`src/rtl/iram_fetch_ctrl.sv`:
```
// Instruction-RAM fetch controller: host program loading plus sequential
// fetch with consumer back-pressure and a halt opcode.
module iram_fetch_ctrl #(
   parameter int unsigned ADDR_W  = 8,
   parameter int unsigned DATA_W  = 16,
   parameter logic [3:0]  HALT_OP = 4'hF
) (
   input  logic              clk,
   input  logic              reset,
   input  logic              load_req,
   input  logic [ADDR_W-1:0] load_addr,
   input  logic [DATA_W-1:0] load_data,
   output logic              load_ack,
   input  logic              run,
   input  logic              pc_load,
   input  logic [ADDR_W-1:0] pc_in,
   output logic              ir_valid,
   input  logic              ir_taken,
   output logic [DATA_W-1:0] instr_out,
   output logic [ADDR_W-1:0] pc_out,
   output logic              halted,
   output logic              ram_en,
   output logic              ram_we,
   output logic [ADDR_W-1:0] ram_addr,
   output logic [DATA_W-1:0] ram_wdata,
   input  logic [DATA_W-1:0] ram_rdata
);

   typedef enum logic [2:0] {
      S_IDLE, S_LOAD, S_FETCH, S_WAIT, S_HOLD, S_HALT
   } state_t;

   state_t            state_q, state_d;
   logic [ADDR_W-1:0] pc_q, pc_d;
   logic [DATA_W-1:0] instr_q, instr_d;
   logic              ir_valid_q, ir_valid_d;
   logic              ret_halt_q, ret_halt_d;

   always_ff @(posedge clk or posedge reset) begin
      if (reset) begin
         state_q    <= S_IDLE;
         pc_q       <= '0;
         instr_q    <= '0;
         ir_valid_q <= 1'b0;
         ret_halt_q <= 1'b0;
      end else begin
         state_q    <= state_d;
         pc_q       <= pc_d;
         instr_q    <= instr_d;
         ir_valid_q <= ir_valid_d;
         ret_halt_q <= ret_halt_d;
      end
   end

   always_comb begin
      state_d    = state_q;
      pc_d       = pc_q;
      instr_d    = instr_q;
      ir_valid_d = ir_valid_q;
      ret_halt_d = ret_halt_q;
      case (state_q)
         S_IDLE: begin
            if (pc_load) pc_d = pc_in;
            if (load_req) begin
               state_d    = S_LOAD;
               ret_halt_d = 1'b0;
            end else if (run) begin
               state_d = S_FETCH;
            end
         end
         S_LOAD:  state_d = ret_halt_q ? S_HALT : S_IDLE;
         S_FETCH: state_d = S_WAIT;
         S_WAIT: begin
            instr_d    = ram_rdata;
            pc_d       = pc_q + 1'b1;
            ir_valid_d = 1'b1;
            state_d    = S_HOLD;
         end
         S_HOLD: begin
            if (ir_taken) begin
               ir_valid_d = 1'b0;
               if (instr_q[15:12] == HALT_OP) state_d = S_HALT;
               else if (run)                  state_d = S_FETCH;
               else                           state_d = S_IDLE;
            end
         end
         S_HALT: begin
            if (pc_load) pc_d = pc_in;
            // a pc_load alongside the load leaves HALT, so the load returns to IDLE
            if (load_req) begin
               state_d    = S_LOAD;
               ret_halt_d = !pc_load;
            end else if (pc_load) begin
               state_d = S_IDLE;
            end
         end
         default: state_d = S_IDLE;
      endcase
   end

   always_comb begin
      ram_en    = 1'b0;
      ram_we    = 1'b0;
      ram_addr  = pc_q;
      ram_wdata = '0;
      load_ack  = 1'b0;
      case (state_q)
         S_LOAD: begin
            ram_en    = 1'b1;
            ram_we    = 1'b1;
            ram_addr  = load_addr;
            ram_wdata = load_data;
            load_ack  = 1'b1;
         end
         S_FETCH: ram_en = 1'b1;
         default: ;
      endcase
   end

   assign halted    = (state_q == S_HALT);
   assign ir_valid  = ir_valid_q;
   assign instr_out = instr_q;
   assign pc_out    = pc_q;

endmodule

```
`config.mk`:
```
export PLATFORM = sky130hd
export DESIGN_NAME = iram_fetch_ctrl
export DESIGN_NICKNAME = d
export VERILOG_FILES = /design/src/rtl/iram_fetch_ctrl.sv
export SDC_FILE = /design/constraint.sdc
export NUM_CORES = 1
export LEC_CHECK = 0
export ABC_AREA = 1
export CAP_MARGIN = 20
export CORE_ASPECT_RATIO = 1.1
export CORE_UTILIZATION = 40
export DETAILED_ROUTE_END_ITERATION = 6
export HOLD_SLACK_MARGIN = 0.15
export PLACE_DENSITY = 0.88
export SYNTH_ARGS = -nofsm -noshare
export SYNTH_HDL_FRONTEND = slang
export SYNTH_SLANG_ARGS = --single-unit
```
`constraint.sdc`:
```
create_clock -name clk -period 3.75 [get_ports clk]
set_input_delay 0.75 -clock clk [delete_from_list [all_inputs] [get_ports clk]]
set_output_delay 0.75 -clock clk [all_outputs]
set_load 0.01 [all_outputs]
```
Word-level counts from Yosys, hierarchy flattened
Cells that the tools add are included.
- multiplexer cells: 20
- reductions and logical operators: 11
- equal/unequal tests: 12
- add/subtract/negate cells: 1
- operators with widths (cell ; count):
    two-way mux 3 bit ; 7
    one-hot mux 3 bit (6 select lines) ; 1
    two-way mux 16 bit ; 1
    two-way mux 8 bit ; 2
    one-hot mux 8 bit (2 select lines) ; 1
    adder 8 x 1 -> 8 bit, second input constant ; 1
    equality test 3 x 2 -> 1 bit, second input constant ; 2
    equality test 3 bit, second input constant ; 2
    inequality test 2 bit, second input constant ; 3
    inequality test 3 bit, second input constant ; 2
    AND reduction 3 bit ; 2
    nonzero test 2 bit ; 3
    two-way mux 1 bit ; 5
    equality test 4 bit, second input constant ; 1
    one-hot mux 1 bit (2 select lines) ; 2
    AND reduction 2 bit ; 2
    OR reduction 2 bit ; 2
    equality test 3 x 1 -> 1 bit, second input constant ; 1
    logical NOT 3 bit ; 1
    two-way mux 2 bit ; 1
    inequality test 2 x 1 -> 1 bit, second input constant ; 1
    logical NOT 1 bit ; 1
- word-level logic and storage cells: 49
- output and inout port bits: 53
- bits of input ports: 54
- bits in registers: 29

Longest topological paths before layout
Gate-level depths: netlist of the first run.
- depth in word-level cells: 4
- gate-level depth with buffers: 8
- gate-level depth less buffers: 8

Worst setup path after synthesis of the first run
Ideal clock, no wire load.
- path type: register to output
- start: register state_q[0]
- end: output port ram_addr[5]
- path buffers: 1
- setup slack: 1922 ps
- cell stages (with the launch flop): 8
- data required time: 3000 ps
- data arrival time: 1078 ps
- cell sequence: dfrtp_1 inv_1 nor2_2 nand2_1 inv_2 buf_6 nand2_1 o21ai_1
- word-level cells in the longest chain between the ends: 2
- RTL lines (item ; line ; text):
    from (decl) ; 33 ; state_t state_q, state_d;
    from (signal assigned) ; 47 ; state_q <= state_d;
    equality test 3 x 1 -> 1 bit ; 107 ; case (state_q)
    two-way mux 8 bit ; 107 ;
    to (decl) ; 24 ; output logic [ADDR_W-1:0] ram_addr,
Every way passes these cells.

Final worst setup path of the first run
Ends and elaborated chain as after synthesis.

==> impl_metrics.env, run 1 <==
export IMPL_gr_usage_all_layers_pct=21.5
export IMPL_root_buffer="clkbuf_8"
export IMPL_synth_area_top_cells="dfrtp_1, nand2_1, inv_1"
export IMPL_die_x_um=65.1
export IMPL_layout_nets=423
export IMPL_min_from="ir_valid"
export IMPL_cp_start_kind="flop"
export IMPL_worstPathRequired_ns=3.00
export IMPL_cp_data_arrival_time_ns=2.12
export IMPL_layout_common_cells="nand2_1, clkdlybuf4s50_1, inv_1"
export IMPL_row_count=24
export IMPL_netlist_instances=261
export IMPL_drt_iter0_markers=76
export IMPL_grt_pass1_wl_mm=7.71
export IMPL_drt_wl_total_mm=4.78
export IMPL_hold_viol_final=0
export IMPL_cp_common_cell="nand2_1"
export IMPL_fin_skew_ns=0.00290
export IMPL_ant_nets=0
export IMPL_syn_nets=316
export IMPL_post_cts_buffers=0
export IMPL_p_total_uw=2260
export IMPL_drv_cap=0
export IMPL_avgRoutedWirePerCell_um=11.3
export IMPL_cts_buffers=5
export IMPL_io_pins=107
export IMPL_ys_seq_area_share_pct=41.5
export IMPL_die_h_um=71.4
export IMPL_grt_antenna_before_repair=0
export IMPL_yosys_warnings=0
export IMPL_path_cells="inv_1 -> nor2_2 -> nand2_1 -> inv_2 -> nand2_1 -> o21ai_1 -> clkdlybuf4s50_1"
export IMPL_max_stage_delay_ns=0.56
export IMPL_grt_pass1_vias=1871
export IMPL_gr_total_overflow=0
export IMPL_max_freq_mhz=349
export IMPL_cts_htree_levels=2
export IMPL_synth_top_area_share_pct=41.5
export IMPL_diodes=0
export IMPL_power_density_nw_per_um2=773
export IMPL_crit_path_end_kind="primary output"
export IMPL_clk_latency_ns=0.27
export IMPL_rsz0062_at_grt="false"
export IMPL_area_delta_synth_final_pct=67.5
export IMPL_hpwl_mm=3.73
export IMPL_drc_errors=0
export IMPL_clock_sinks=29
export IMPL_crit_path_start="state_q[0]"
export IMPL_core_area_um2=4080
export IMPL_vias=1994
export IMPL_dr_pass1_iters=4
export IMPL_netlist_top_cell_by_area="dfrtp_1"
export IMPL_holdBufCountCts=0
export IMPL_cts_tree="built"
export IMPL_hold_slack_ns=0.474
export IMPL_ys_types=26
export IMPL_ir_drop_uv=392
export IMPL_portBuffers=106
export IMPL_vias_per_cell=4.74
export IMPL_dieArea_um2=4640
export IMPL_min_period_over_period_pct=76.5
export IMPL_cts_buffer_depth=2
export IMPL_layout_commonest_cell="nand2_1"
export IMPL_fillers=336
export IMPL_r2r_start="state_q[2]"
export IMPL_tightest_slew_ns=0.565
export IMPL_setup_viol_count_final=0
export IMPL_layout_drive_gt1_share_pct=6.78
export IMPL_finalCriticalPeriod_ns=2.87
export IMPL_worstHoldPathType="reg -> reg"
export IMPL_slew_headroom_pct=62.3
export IMPL_syn_area_um2=1750
export IMPL_cpMaxStageDelayCell="clkdlybuf4s50_1"
export IMPL_maxSlewViolCount=0
export IMPL_synth_avg_cell_area_um2=6.70
export IMPL_place_area_um2=2850
export IMPL_worstPathMaxFanout=15
export IMPL_status="finished, final reports clean"
export IMPL_critical_path_class="reg -> out"
export IMPL_grt_max_degree=21
export IMPL_start_util_pct=42.8
export IMPL_postLayoutCellArea_um2=2930
export IMPL_clkTransAtPathRegs_ns=0.06
export IMPL_cts_resized_gates=0
export IMPL_power_leakage_uw=0.00147
export IMPL_ys_ff_latch=29
export IMPL_final_setup_tns_ns=0
export IMPL_gp_congestion=0.853
[where the power goes]
group          switching, µW  internal, µW
combinational            701           705
sequential               149           467
clock                    113           128
[cell families after synthesis]
kind of cell	after synthesis	synth area share, %
simple gates	170	40.6
buf+inv	46	11.9
flops	29	41.5
compound gates	13	4.29
xor+xnor	2	1.00
fa+ha+maj	1	0.715
[cells in the mapped netlist]
master and n:
buf_8 1, inv_2 5, nand3_1 20, o21ai_1 7, nand4_1 1, nand3b_1 1, dfrtp_1 29, ha_1 1
xor2_1 1, nand2_1 114, o21ai_2 1, inv_1 32, nand3_2 2, xnor2_1 1, nor2_2 2, a31oi_1 1
buf_4 3, inv_4 1, o21ai_0 2, buf_2 3, nand2_2 3, o31ai_1 1, nand2_4 2, a21o_1 1
buf_6 1, nor2_1 25
[metrics by stage]
step                setup WS [ns]  utilization, %  std cells
floorplan                    1.92               -        261
global placement             1.08            69.0        412
detailed placement           1.08            69.7        413
CTS                         0.846            71.7        421
global route                0.720            71.7        421
finish                      0.882            71.7        421
[sequential cells by signal, summed over array words and instances (netlist names)]
| signal | cells |
|---|---|
| instr_out | 16 |
| pc_out | 8 |
| state_q | 3 |
| ir_valid | 1 |
| ret_halt_q | 1 |
[per-layer routing]
layer	routed length, µm	GRT usage, %
met3	594	8.44
met1	1830	20.6
met2	2250	39.0
met5	0	0
met4	107	11.4
[critical path, delay by kind of cell (launching register included)]
kind,cells,cell delay (ns)
AO/OA/AOI/OAI,1,0.08
buffers and inverters,3,0.91
flip-flops,1,0.43
AND/OR/NAND/NOR,3,0.42
[final timing paths]
kind                                 to  slack (ns)  depth (start not counted)
max in group asynchronous  instr_out[8]        2.44                          3
hold / removal                 ir_valid        0.47                          2
min in group asynchronous     pc_out[5]        0.83                          2
setup reg to reg              pc_out[2]        2.18                          6
setup / recovery            ram_addr[5]        0.88                          7
hold reg to reg                ir_valid        0.47                          2
[final cells by class]
type / count / area [µm²] / share of cell area (%)
inverter: 38 / 145 / 4.96
multi-input combinational: 186 / 815 / 27.8
clock buffer: 6 / 72.6 / 2.48
timing repair buffer: 108 / 1100 / 37.4
tap: 52 / 65.1 / 2.22
sequential: 29 / 726 / 24.8
clock inverter: 2 / 10.0 / 0.342
Note: power is estimated with default switching activity, not from simulation.
==> inputs of run 2 (changes only) <==
Settings changed: CORE_UTILIZATION 40 to 34, PLACE_DENSITY 0.88 to 0.8.
Clock period 3.75 ns to 2.52 ns, I/O delays scaled along.
==> run 2 against run 1 <==
Effect of this change: wire length up 0.73%; register-to-register slack worse by 1.3 ns; highest routed layer unchanged; combinational power up 52%; critical path type unchanged; utilization down 12 points; count of clock-buffer cells in the layout up 1.
==> impl_metrics.env, run 2 (same netlist as run 1, synthesis figures left out) <==
export IMPL_status="finished, final reports clean"
export IMPL_layout_drive_gt1_share_pct=7.57
export IMPL_fin_skew_ns=0.00424
export IMPL_fin_cells=428
export IMPL_cts_buffers=5
export IMPL_grt_pass1_wl_mm=7.93
export IMPL_final_core_util_pct=59.6
export IMPL_tightest_slew_ns=0.455
export IMPL_clk_latency_ns=0.28
export IMPL_clkTransAtPathRegs_ns=0.06
export IMPL_layout_nets=424
export IMPL_min_from="instr_out[1]"
export IMPL_worstPathMaxFanout=14
export IMPL_layout_common_cells="nand2_1, clkdlybuf4s50_1, inv_1"
export IMPL_gp_congestion=0.867
export IMPL_max_freq_mhz=414
export IMPL_crit_family="buffers and inverters"
export IMPL_cts_htree_levels=2
export IMPL_portBuffers=106
export IMPL_diodes=0
export IMPL_maxSlewViolCount=0
export IMPL_cp_num_buf_inv=3
export IMPL_worstHoldPathCells=2
export IMPL_r2r_cells=6
export IMPL_seq_area_um2=726
export IMPL_gr_total_overflow=0
export IMPL_dieArea_um2=5440
export IMPL_gr_usage_all_layers_pct=18.2
export IMPL_cp_data_arrival_time_ns=1.91
export IMPL_whs_endpoint="instr_out[1]"
export IMPL_rsz0062_at_grt="false"
export IMPL_vias=1940
export IMPL_critical_path_class="reg -> out"
export IMPL_grt_max_degree=30
export IMPL_worstPathRequired_ns=2.02
export IMPL_power_density_nw_per_um2=1180
export IMPL_cpMaxStageDelayCell="clkdlybuf4s50_1"
export IMPL_core_area_um2=4970
export IMPL_root_buffer="clkbuf_8"
export IMPL_grt_antenna_before_repair=0
export IMPL_hpwl_mm=3.64
export IMPL_holdBufCountCts=0
export IMPL_die_x_um=70.4
export IMPL_rr_endpoint="pc_out[6]"
export IMPL_finalCriticalPeriod_ns=2.42
export IMPL_multiInputGateArea_um2=827
export IMPL_drt_iter0_markers=100
export IMPL_crit_path_end_kind="primary output"
export IMPL_final_setup_tns_ns=0
export IMPL_r2r_start="state_q[2]"
export IMPL_fillers=458
export IMPL_largest_register_ffs=16
export IMPL_power_leakage_uw=0.00147
export IMPL_ir_drop_uv=513
export IMPL_area_delta_synth_final_pct=69.2
export IMPL_vias_per_cell=4.53
export IMPL_clock_sinks=29
export IMPL_row_count=27
export IMPL_start_util_pct=35.2
export IMPL_ant_nets=0
export IMPL_cp_start_kind="flop"
export IMPL_r2r_slack_ns=0.87
export IMPL_drc_errors=0
export IMPL_cts_tree="built"
export IMPL_cts_buffer_depth=2
export IMPL_placedCellCount=419
export IMPL_hold_viol_final=0
export IMPL_worstHoldPathType="reg -> reg"
export IMPL_cp_common_cell="nand2_1"
export IMPL_max_stage_delay_ns=0.53
export IMPL_min_period_over_period_pct=95.9
export IMPL_io_pins=107
export IMPL_grt_pass1_vias=1805
export IMPL_slew_headroom_pct=69.6
export IMPL_drv_cap=0
export IMPL_avgRoutedWirePerCell_um=11.2
export IMPL_dr_pass1_iters=6
export IMPL_path_cells="inv_2 -> nand2_4 -> buf_4 -> nand2_1 -> nand2_1 -> clkdlybuf4s50_1"
export IMPL_setup_viol_count_final=0
export IMPL_drt_wl_total_mm=4.81
export IMPL_die_h_um=77.2
export IMPL_layout_commonest_cell="nand2_1"
-- run 2: per-stage QoR --
stage               hold slack [ns]  worst slack [ns]  power, µW  instance area (µm²)
finish                        0.480             0.103       3480                 2960
global route                  0.511           0.00730       3760                 2960
CTS                           0.485           0.00898       3490                 2950
detailed placement            0.467             0.191       3020                 2830
global placement              0.461             0.290       2970                 2830
floorplan                     0.452             0.938       2060                 1750
-- run 2: worst reg2reg max path, stage by stage, from the launching register on --
cell and delay, ns:
dfrtp_1 0.45, inv_2 0.19, nand3_2 0.39, nand2_4 0.31
inv_4 0.08, nand2_1 0.07, nand2_1 0.06
-- run 2: layer usage --
metal	vias to the layer above	part of all wire, %	routed length, µm	global-route usage (%)
met5	-	0	0	0
met2	96	48	2310	32.4
met4	0	1.1	52	6.80
met3	7	10	501	5.78
li1	1001	-	-	-
met1	836	40	1950	19.9
-- run 2: timing repair --
| action | CTS | global route |
|---|---|---|
| setup endpoints to repair | 19 | 19 |
| gates resized for setup | 2 | 3 |
| setup buffers | 1 | 0 |
-- run 2: worst max-delay path by stage --
stage                     slack (ns)       start           end  depth (start not counted)
final                           0.10  state_q[2]   ram_addr[1]                          6
after global routing           0.007  state_q[2]   ram_addr[1]                          6
after CTS                      0.009  state_q[1]  ram_wdata[5]                          5
after detailed placement        0.19  state_q[0]   ram_addr[5]                          7
after global placement          0.29  state_q[0]   ram_addr[0]                          7
after floorplan                 0.94  state_q[0]   ram_addr[5]                          7
-- run 2: area by class of cell --
class	instances	area share (%)
Multi-Input combinational cell	186	27.9
Clock inverter	1	0.169
Sequential cell	29	24.5
Inverter	38	5.07
Timing Repair Buffer	109	36.6
Clock buffer	7	3.25
Tap cell	58	2.45
-- run 2: power by group --
part	internal, µW	switching [µW]	total (µW)
logic	1070	1070	2140
registers	694	219	914
clock network	247	182	429
total	2010	1470	3480
==> inputs of run 3 (changes only) <==
Settings changed: MAX_ROUTING_LAYER from default to met4.
==> run 3 against run 2 <==
Effect of this change: worst setup slack unchanged; critical endpoint unchanged; design area unchanged; first-iteration DRC count up 11%; non-clock buffer count did not move; utilization is the same.
==> impl_metrics.env, run 3 (same netlist as run 1, synthesis figures left out) <==
export IMPL_status="finished, final reports clean"
export IMPL_start_util_pct=35.2
export IMPL_area_delta_synth_final_pct=69.2
export IMPL_cts_buffers=5
export IMPL_layout_drive_gt1_share_pct=7.57
export IMPL_worstHoldPathType="reg -> reg"
export IMPL_hold_viol_final=0
export IMPL_grt_pass1_vias=1802
export IMPL_rsz0062_at_grt="false"
export IMPL_cpMaxStageDelayCell="clkdlybuf4s50_1"
export IMPL_internal_power_uw=2010
export IMPL_io_pins=107
export IMPL_max_stage_delay_ns=0.53
export IMPL_power_density_nw_per_um2=1180
export IMPL_vias_per_cell=4.53
export IMPL_cts_buffer_depth=2
export IMPL_p_total_uw=3480
export IMPL_layout_commonest_cell="nand2_1"
export IMPL_final_core_util_pct=59.6
export IMPL_clock_sinks=29
export IMPL_cts_htree_levels=2
export IMPL_path_cells="inv_2 -> nand2_4 -> buf_4 -> nand2_1 -> nand2_1 -> clkdlybuf4s50_1"
export IMPL_die_x_um=70.4
export IMPL_grt_max_degree=30
export IMPL_grt_pass1_wl_mm=7.93
export IMPL_drt_wl_total_mm=4.81
export IMPL_max_freq_mhz=414
export IMPL_gr_usage_all_layers_pct=18.7
export IMPL_power_leakage_uw=0.00147
export IMPL_clock_power_share_pct=12.3
export IMPL_holdBufCountCts=0
export IMPL_hold_slack_ns=0.480
export IMPL_root_buffer="clkbuf_8"
export IMPL_die_h_um=77.2
export IMPL_combPwrFrac_pct=61.4
export IMPL_crit_family="buffers and inverters"
export IMPL_gp_congestion=0.881
export IMPL_drv_cap=0
export IMPL_grt_busiest_layer="met2"
export IMPL_clkTransAtPathRegs_ns=0.06
export IMPL_p_sw_uw=1470
export IMPL_crit_path_end_kind="primary output"
export IMPL_worstPathRequired_ns=2.02
export IMPL_clk_latency_ns=0.28
export IMPL_finalCriticalPeriod_ns=2.42
export IMPL_layout_common_cells="nand2_1, clkdlybuf4s50_1, inv_1"
export IMPL_fillers=458
export IMPL_avgRoutedWirePerCell_um=11.2
export IMPL_cp_num_buf_inv=3
export IMPL_vias=1939
export IMPL_drt_iter0_markers=111
export IMPL_row_count=27
export IMPL_maxSlewViolCount=0
export IMPL_ant_nets=0
export IMPL_final_setup_tns_ns=0
export IMPL_use_met2_pct=32.4
export IMPL_core_area_um2=4970
export IMPL_grt_use_met1_pct=20.0
export IMPL_fin_skew_ns=0.00417
export IMPL_worstPathMaxFanout=14
export IMPL_grt_antenna_before_repair=0
export IMPL_p_seq_share_pct=26.3
export IMPL_setup_viol_count_final=0
export IMPL_layout_nets=424
export IMPL_cp_common_cell="nand2_1"
export IMPL_postLayoutCellArea_um2=2960
export IMPL_slew_headroom_pct=69.6
export IMPL_portBuffers=106
export IMPL_cts_tree="built"
export IMPL_drc_errors=0
export IMPL_cp_data_arrival_time_ns=1.91
export IMPL_hpwl_mm=3.64
export IMPL_largest_register_ffs=16
export IMPL_grtUsageMet3_pct=5.52
export IMPL_gr_total_overflow=0
export IMPL_dieArea_um2=5440
export IMPL_cp_start_kind="flop"
export IMPL_tightest_slew_ns=0.455
export IMPL_dr_pass1_iters=6
export IMPL_min_period_over_period_pct=95.9
export IMPL_diodes=0
export IMPL_place_area_um2=2830
export IMPL_ir_drop_uv=513
export IMPL_switching_share_pct=42.3
export IMPL_critical_path_class="reg -> out"
[run 3: cell counts in the layout (fill, tap and decap cells not counted)]
No cell type changed its count.
[run 3: final timing paths]
kind                         startpoint           end  slack, ns  cells past startpoint
setup / recovery             state_q[2]   ram_addr[1]       0.10                      6
max in group asynchronous         reset  instr_out[1]       1.65                      3
hold / removal             instr_out[1]  instr_out[1]       0.48                      2
setup reg to reg             state_q[2]     pc_out[6]       0.87                      6
hold reg to reg            instr_out[1]  instr_out[1]       0.48                      2
min in group asynchronous         reset     pc_out[6]       0.59                      3
[run 3: worst register-to-register path: stages (launching register included)]
cell     delay (ns)
dfrtp_1        0.45
inv_2          0.19
nand3_2        0.39
nand2_4        0.31
inv_4          0.08
nand2_1        0.07
nand2_1        0.06
[run 3: layer usage]
| layer | vias to the layer above | share of wire (%) | routed length, µm |
|---|---|---|---|
| li1 | 1001 | - | - |
| met4 | 0 | 1.1 | 52 |
| met5 | - | 0 | 0 |
| met3 | 7 | 10 | 482 |
| met1 | 835 | 41 | 1960 |
| met2 | 96 | 48 | 2310 |
[run 3: metrics by stage]
stage / std cells / worst slack, ns
after global routing: 428 / 0.00730
after floorplan: 261 / 0.938
after detailed placement: 419 / 0.191
after global placement: 419 / 0.290
after CTS: 428 / 0.00898
final: 428 / 0.103
[run 3: power by group through the flow]
stage,Sequential (µW),Combinational [µW],Clock (µW)
finish,914,2140,429
global route,949,2360,455
CTS,911,2140,438
detailed placement,915,2100,0
global placement,913,2050,0
floorplan,973,1080,0
[run 3: area by class of cell]
cell class / count / area (µm²) / share of cell area, %
Timing Repair Buffer: 109 / 1080 / 36.6
Multi-Input combinational cell: 186 / 827 / 27.9
Sequential cell: 29 / 726 / 24.5
Inverter: 38 / 150 / 5.07
Clock buffer: 7 / 96.3 / 3.25
Tap cell: 58 / 72.6 / 2.45
Clock inverter: 1 / 5.00 / 0.169
[run 3: what timing repair did]
item                       in CTS  in global routing
gates resized for setup         2                  3
buffers inserted                1                  0
cloned                          0                  0
setup endpoints to repair      19                 19
